===== src/rtl/sdram_arbit.sv =====
// sdram_arbit: SDRAM command-bus arbiter.
// Runs power-up init ownership, then grants the shared command/address/bank
// bus to auto-refresh (fixed top priority), write and read (round-robin).
// A per-grant watchdog returns the bus to ARBIT if an owner never finishes.
//
// Ports:
//   sclk, s_rst                 clock, asynchronous active-high reset
//   flag_init_end               init sequence finished
//   init_cmd/init_addr          init module bus
//   ref_req/flag_ref_end        refresh request / done pulse
//   ref_cmd/ref_addr            refresh module bus
//   wr_req/rd_req               write / read requests (held until grant)
//   flag_wr_end/flag_rd_end     burst done pulses
//   wr_cmd/wr_addr/wr_bank      write module bus
//   rd_cmd/rd_addr/rd_bank      read module bus
//   ref_en/wr_en/rd_en          1-cycle grant pulses
//   sd_cmd/sd_addr/sd_bank      SDRAM pin buses
//   dq_oe                       data-bus output enable (WRITE only)
//   tmo_err                     1-cycle watchdog expiry pulse
//   cur_state                   one-hot state for debug
module sdram_arbit #(
   parameter int unsigned TMO     = 1023,
   parameter logic [3:0]  NOP_CMD = 4'b0111
) (
   input  logic        sclk,
   input  logic        s_rst,
   input  logic        flag_init_end,
   input  logic [3:0]  init_cmd,
   input  logic [11:0] init_addr,
   input  logic        ref_req,
   input  logic        flag_ref_end,
   input  logic [3:0]  ref_cmd,
   input  logic [11:0] ref_addr,
   input  logic        wr_req,
   input  logic        rd_req,
   input  logic        flag_wr_end,
   input  logic        flag_rd_end,
   input  logic [3:0]  wr_cmd,
   input  logic [11:0] wr_addr,
   input  logic [1:0]  wr_bank,
   input  logic [3:0]  rd_cmd,
   input  logic [11:0] rd_addr,
   input  logic [1:0]  rd_bank,
   output logic        ref_en,
   output logic        wr_en,
   output logic        rd_en,
   output logic [3:0]  sd_cmd,
   output logic [11:0] sd_addr,
   output logic [1:0]  sd_bank,
   output logic        dq_oe,
   output logic        tmo_err,
   output logic [4:0]  cur_state
);

   localparam int unsigned WDT_W = 16;

   typedef enum logic [4:0] {
      IDLE  = 5'b00001,
      ARBIT = 5'b00010,
      AREF  = 5'b00100,
      WRITE = 5'b01000,
      READ  = 5'b10000
   } state_t;

   state_t           state, state_nxt;
   logic             last_rd, last_rd_nxt;     // 1: read was granted last
   logic [WDT_W-1:0] wdt, wdt_nxt;
   logic             ref_en_nxt, wr_en_nxt, rd_en_nxt, tmo_err_nxt;
   logic             wdt_exp;

   // Expiry fires on the edge where the counter would reach TMO
   assign wdt_exp = (wdt == WDT_W'(TMO - 1));

   // State and registered pulse outputs
   always_ff @(posedge sclk or posedge s_rst) begin
      if (s_rst) begin
         state   <= IDLE;
         last_rd <= 1'b1;
         wdt     <= '0;
         ref_en  <= 1'b0;
         wr_en   <= 1'b0;
         rd_en   <= 1'b0;
         tmo_err <= 1'b0;
      end else begin
         state   <= state_nxt;
         last_rd <= last_rd_nxt;
         wdt     <= wdt_nxt;
         ref_en  <= ref_en_nxt;
         wr_en   <= wr_en_nxt;
         rd_en   <= rd_en_nxt;
         tmo_err <= tmo_err_nxt;
      end
   end

   // Next-state, grant and watchdog logic
   always_comb begin
      state_nxt   = state;
      last_rd_nxt = last_rd;
      wdt_nxt     = wdt;
      ref_en_nxt  = 1'b0;
      wr_en_nxt   = 1'b0;
      rd_en_nxt   = 1'b0;
      tmo_err_nxt = 1'b0;
      case (state)
         IDLE: begin
            if (flag_init_end) state_nxt = ARBIT;
         end
         ARBIT: begin
            if (ref_req) begin
               state_nxt  = AREF;
               ref_en_nxt = 1'b1;
               wdt_nxt    = '0;
            end else if (wr_req && (!rd_req || last_rd)) begin
               state_nxt   = WRITE;
               wr_en_nxt   = 1'b1;
               last_rd_nxt = 1'b0;
               wdt_nxt     = '0;
            end else if (rd_req) begin
               state_nxt   = READ;
               rd_en_nxt   = 1'b1;
               last_rd_nxt = 1'b1;
               wdt_nxt     = '0;
            end
         end
         AREF: begin
            wdt_nxt = wdt + 1'b1;
            if (flag_ref_end) begin
               state_nxt = ARBIT;
            end else if (wdt_exp) begin
               state_nxt   = ARBIT;
               tmo_err_nxt = 1'b1;
            end
         end
         WRITE: begin
            wdt_nxt = wdt + 1'b1;
            if (flag_wr_end) begin
               state_nxt = ARBIT;
            end else if (wdt_exp) begin
               state_nxt   = ARBIT;
               tmo_err_nxt = 1'b1;
            end
         end
         READ: begin
            wdt_nxt = wdt + 1'b1;
            if (flag_rd_end) begin
               state_nxt = ARBIT;
            end else if (wdt_exp) begin
               state_nxt   = ARBIT;
               tmo_err_nxt = 1'b1;
            end
         end
         default: state_nxt = IDLE;
      endcase
   end

   // Pin mux follows the registered owner so reset drops to init at once
   always_comb begin
      sd_cmd  = NOP_CMD;
      sd_addr = '0;
      sd_bank = '0;
      case (state)
         IDLE: begin
            sd_cmd  = init_cmd;
            sd_addr = init_addr;
         end
         AREF: begin
            sd_cmd  = ref_cmd;
            sd_addr = ref_addr;
         end
         WRITE: begin
            sd_cmd  = wr_cmd;
            sd_addr = wr_addr;
            sd_bank = wr_bank;
         end
         READ: begin
            sd_cmd  = rd_cmd;
            sd_addr = rd_addr;
            sd_bank = rd_bank;
         end
         default: ;
      endcase
   end

   assign dq_oe     = (state == WRITE);
   assign cur_state = state;

endmodule


===== config.mk =====
export PLATFORM = sky130hd
export DESIGN_NAME = sdram_arbit
export DESIGN_NICKNAME = d
export VERILOG_FILES = /design/src/rtl/sdram_arbit.sv
export SDC_FILE = /design/constraint.sdc
export NUM_CORES = 1
export LEC_CHECK = 0
export ABC_AREA = 1
export CORE_MARGIN = 5
export CORE_UTILIZATION = 43
export CTS_CLUSTER_SIZE = 12
export DETAILED_ROUTE_END_ITERATION = 6
export GPL_TIMING_DRIVEN = 0
export HOLD_SLACK_MARGIN = 0.1
export PLACE_DENSITY_LB_ADDON = 0.05
export SLEW_MARGIN = 20
export SYNTH_ARGS = -nofsm -noshare
export SYNTH_HDL_FRONTEND = slang
export SYNTH_SLANG_ARGS = --single-unit

===== constraint.sdc =====
create_clock -name sclk -period 3.2 [get_ports sclk]
set_input_delay 0.32 -clock sclk [delete_from_list [all_inputs] [get_ports sclk]]
set_output_delay 0.32 -clock sclk [all_outputs]
set_load 0.01 [all_outputs]

==> summary by stage, run 1 <==
Placement
The number of cells in the design after placement is 440. The count of buffers added on input and output ports is 104. Detailed placement finished with a half-perimeter wire length of 5.87 mm. The final weighted congestion of routability-driven global placement is 0.864.

Pwr
The internal power of the cells totals between 0.001 and 0.0015 W. The relative contribution of sequential cells to total power is 0.316. The share of total power dissipated in combinational logic is 0.532. The share of total power dissipated in the clock network is 0.152. Of the total power, the share spent switching nets is 0.407. The power per standard cell area is 581 mW/mm^2. The analysis attributes to cell leakage a power of between 1 and 1.5 nW. IR analysis of the VDD net gives a maximum drop of 0.526 mV.

In this run the power spent charging and discharging nets is 0.000750 W.

Global route
The largest net degree at the start of global routing is 27. The first global-routing pass estimated ~11 mm of wire. The global-route met2 utilization is 0.417. For this run, global-route usage on met3 was measured as 0.0503. The met1 demand-to-capacity share in global routing is 0.272.

The leftover overflow at the end of global routing is 0. The number of antenna violations at the first check in global routing was 0. The total track usage is 0.231. The number of global-route vias before repair is 2133. The layer flagged by global routing as most heavily used is met2.

Die
For this design the top-level I/O count stands at approximately 110. The floorplan step defined a die boundary enclosing 0.00610 mm^2. The number of cell rows is 24.

The effective utilization at floorplan is 0.452. The die span in x is 78.1 um. The region available for standard cell placement spans 0.00441 mm^2. In this run the vertical extent of the chip is 78.1 um.

Clock tree
The longest clock path from root to sink contains 2 buffers. The number of buffers inserted by hold repair at cts is 0. For this design, the sink count on the clock tree is 26. After clock tree synthesis, the repair step resized 0 gates.

In this run the number of H-tree levels came out at 1. The tree is rooted in a sky130_fd_sc_hd__clkbuf_8. The clock reaches the later pin of the worst-skew pair after 0.28 ns. TritonCTS built the clock tree. The clock slew at the register clock pins of the worst setup and hold paths is approximately 0.10 ns. The number of clock buffers added by TritonCTS is 3.

Once the clock tree was built, the setup fixing pass inserted 0 buffers.

Critical path
The endpoint identified for the worst register-to-register timing path is wdt[12]. The nature of the critical path endpoint is a primary output. The worst setup path is of the reg2out kind. The setup check on the worst reg-to-reg path leaves a slack of 1.48 ns. The kind of start point of the critical path is a flip-flop. The number of cells traversed by the worst register-to-register path is 6. The required time of the critical path is roughly 2.9 ns. The worst flop-to-flop path startpoint is cur_state[1]. The maximum fanout encountered on the critical timing path is 10. At the worst endpoint, the arrival time is ~2.5 ns.

Synth
Synthesis produced a netlist with a net count of 363. The share of synthesized area in the top cell type comes to 0.301. The synthesized design contains 26 register bits. By area the synthesized netlist is led by sky130_fd_sc_hd__dfrtp_1, sky130_fd_sc_hd__nand2_1, sky130_fd_sc_hd__nand4_1.

The biggest area consumer among synthesized cells is sky130_fd_sc_hd__dfrtp_1. The cell area after technology mapping is 0.00199 mm^2. During synthesis, Yosys emitted a total of 0 warnings.

After technology mapping, the gate count stands at 284. The number of distinct library cell variants in the gate-level netlist after synthesis is 37. Dividing the synthesized area by the synthesized cell count gives 7.02 um^2. Of the synthesized area, sequential elements account for 0.327.

STA
The post-route fraction of the period consumed by the critical path is 0.869. Static timing analysis puts the maximum clock frequency at roughly 360 MHz. The accumulated negative setup slack is 0 ns. The headroom to the max-slew limit is 0.370.

Setup repair after global routing left no endpoint under its margin. At the pin with the least slew margin, the transition time is approximately 0.94 ns. The final period demand of the worst path is 2.78 ns. Setup violations remaining at the end of the flow were counted as 0. On the final layout, the worst hold slack is between 0.4 and 0.5 ns. The count of final max-slew check failures is 0. Between clock sinks in the finished design, the worst skew comes to 0.00572 ns. The total count of hold-check failures in the final report is 0.

Worst hold path
The worst hold path belongs to the class in2async.

Finish
Of the cells placed in the final design, the portion with a size suffix greater than 1 is 0.0969. The library cells used most frequently in the layout, excluding fill and tap cells, are sky130_fd_sc_hd__clkdlybuf4s50_1, sky130_fd_sc_hd__nand2_1, sky130_fd_sc_hd__inv_1, sky130_fd_sc_hd__dfrtp_1, sky130_fd_sc_hd__nand4_1. The layout overhead on the synthesized area is 59.0%. Counting the fill cells in the layout gives 366. The count of cells in the finished layout, fillers not included, comes to ~440. The number of nets in the layout is 472. Leaving out fill and tap cells, the most frequent cell in the layout is sky130_fd_sc_hd__clkdlybuf4s50_1. The number of antenna diodes is 0.

Routing
Across all layers, the routed design uses 2296 vias. The first detailed-routing pass ran for 5 iterations. For this block, the routed nets add up to ~7.3 mm of wire.

After detailed routing, the average wire length per cell comes to 16.3 um. The violation count after the first detailed-routing iteration is between 100 and 150. The average vias per placed instance is between 5 and 6. The post-route antenna net violation count is 0. The remaining design rule violation count is 0.

Flow run
The number of max-cap violations is 0.

Status
The run finished with clean final reports.
[cells by family after synthesis]
logic type	count (synthesis)	synth area share
flops	26	0.327
xor+xnor	8	0.0351
compound gates	34	0.122
fa+ha+maj	2	0.0125
buf+inv	40	0.0809
simple gates	174	0.422
[worst max-delay path, stage by stage, from the launching register on]
cell	delay, ns
sky130_fd_sc_hd__dfrtp_1	0.46
sky130_fd_sc_hd__nor2_2	0.23
sky130_fd_sc_hd__nand2_1	0.09
sky130_fd_sc_hd__nor2_1	0.13
sky130_fd_sc_hd__buf_2	0.25
sky130_fd_sc_hd__buf_2	0.26
sky130_fd_sc_hd__nand2_1	0.09
sky130_fd_sc_hd__nand4_1	0.09
sky130_fd_sc_hd__clkdlybuf4s50_1	0.58
[state kept, by name, indices dropped and copies added (netlist names)]
name	cells
rd_en	1
cur_state	5
wr_en	1
ref_en	1
last_rd	1
wdt	16
tmo_err	1
[cell usage after synthesis (all sizes together)]
| master | instances |
|---|---|
| nand2 | 105 |
| inv | 32 |
| dfrtp | 24 |
| nand4 | 23 |
| nor2 | 23 |
| nand3 | 17 |
| o21ai | 17 |
| buf | 7 |
| xor2 | 7 |
| a22o | 5 |
| o22ai | 4 |
| a21oi | 3 |
| nor3 | 3 |
| dfstp | 2 |
| ha | 2 |
| o21bai | 2 |
| a21boi | 1 |
| a31o | 1 |
| clkinv | 1 |
| nand3b | 1 |
| nor3b | 1 |
| nor4 | 1 |
| o221ai | 1 |
| xnor2 | 1 |
[metal layers]
| layer | vias up | share of wire | routed length (um) |
|---|---|---|---|
| met5 | - | 0 | 0 |
| li1 | 1155 | - | - |
| met4 | 0 | 0.019 | 138 |
| met1 | 1048 | 0.38 | 2790 |
| met2 | 85 | 0.53 | 3850 |
| met3 | 8 | 0.065 | 472 |
[worst max path at each step]
| stage | start | endpoint |
|---|---|---|
| after global placement | cur_state[2] | sd_addr[2] |
| after CTS | cur_state[1] | sd_addr[6] |
| final | cur_state[1] | sd_addr[6] |
| after floorplan | cur_state[1] | sd_addr[0] |
| after global routing | cur_state[2] | sd_addr[9] |
| after detailed placement | cur_state[2] | sd_addr[2] |
[per-stage QoR]
step                      power (W)  utilization  instance area [um^2]  worst slack [ns]
after detailed placement    0.00157        0.702                  3100             0.774
after floorplan             0.00108            -                  1990              1.51
final                       0.00184        0.719                  3170             0.418
after global routing        0.00198        0.719                  3170             0.221
after global placement      0.00154        0.702                  3100             0.798
after CTS                   0.00186        0.719                  3170             0.416
[power by group through the flow]
stage / registers (W) / clock network (W) / logic (W)
finish: 0.000583 / 0.000280 / 0.000981
global route: 0.000602 / 0.000300 / 0.00108
global placement: 0.000580 / 0 / 0.000964
CTS: 0.000581 / 0.000283 / 0.000991
detailed placement: 0.000586 / 0 / 0.000985
floorplan: 0.000562 / 0 / 0.000520
[final cells by class]
type | instances | area [um^2] | area share
Clock buffer | 3 | 41.3 | 0.0130
Sequential cell | 26 | 653 | 0.206
Clock inverter | 1 | 30.0 | 0.00947
Timing Repair Buffer | 104 | 1040 | 0.328
Tap cell | 52 | 65.1 | 0.0205
Multi-Input combinational cell | 218 | 1180 | 0.372
Inverter | 33 | 124 | 0.0391
Buffer | 7 | 37.5 | 0.0118
Power figures use the tool's default switching activity.
==> run 2, diff against run 1 <==
SETUP_SLACK_MARGIN = 0.02   (was not set)
==> results of run 2 <==
The final DEF is identical to that of run 1; final timing and power are the same.
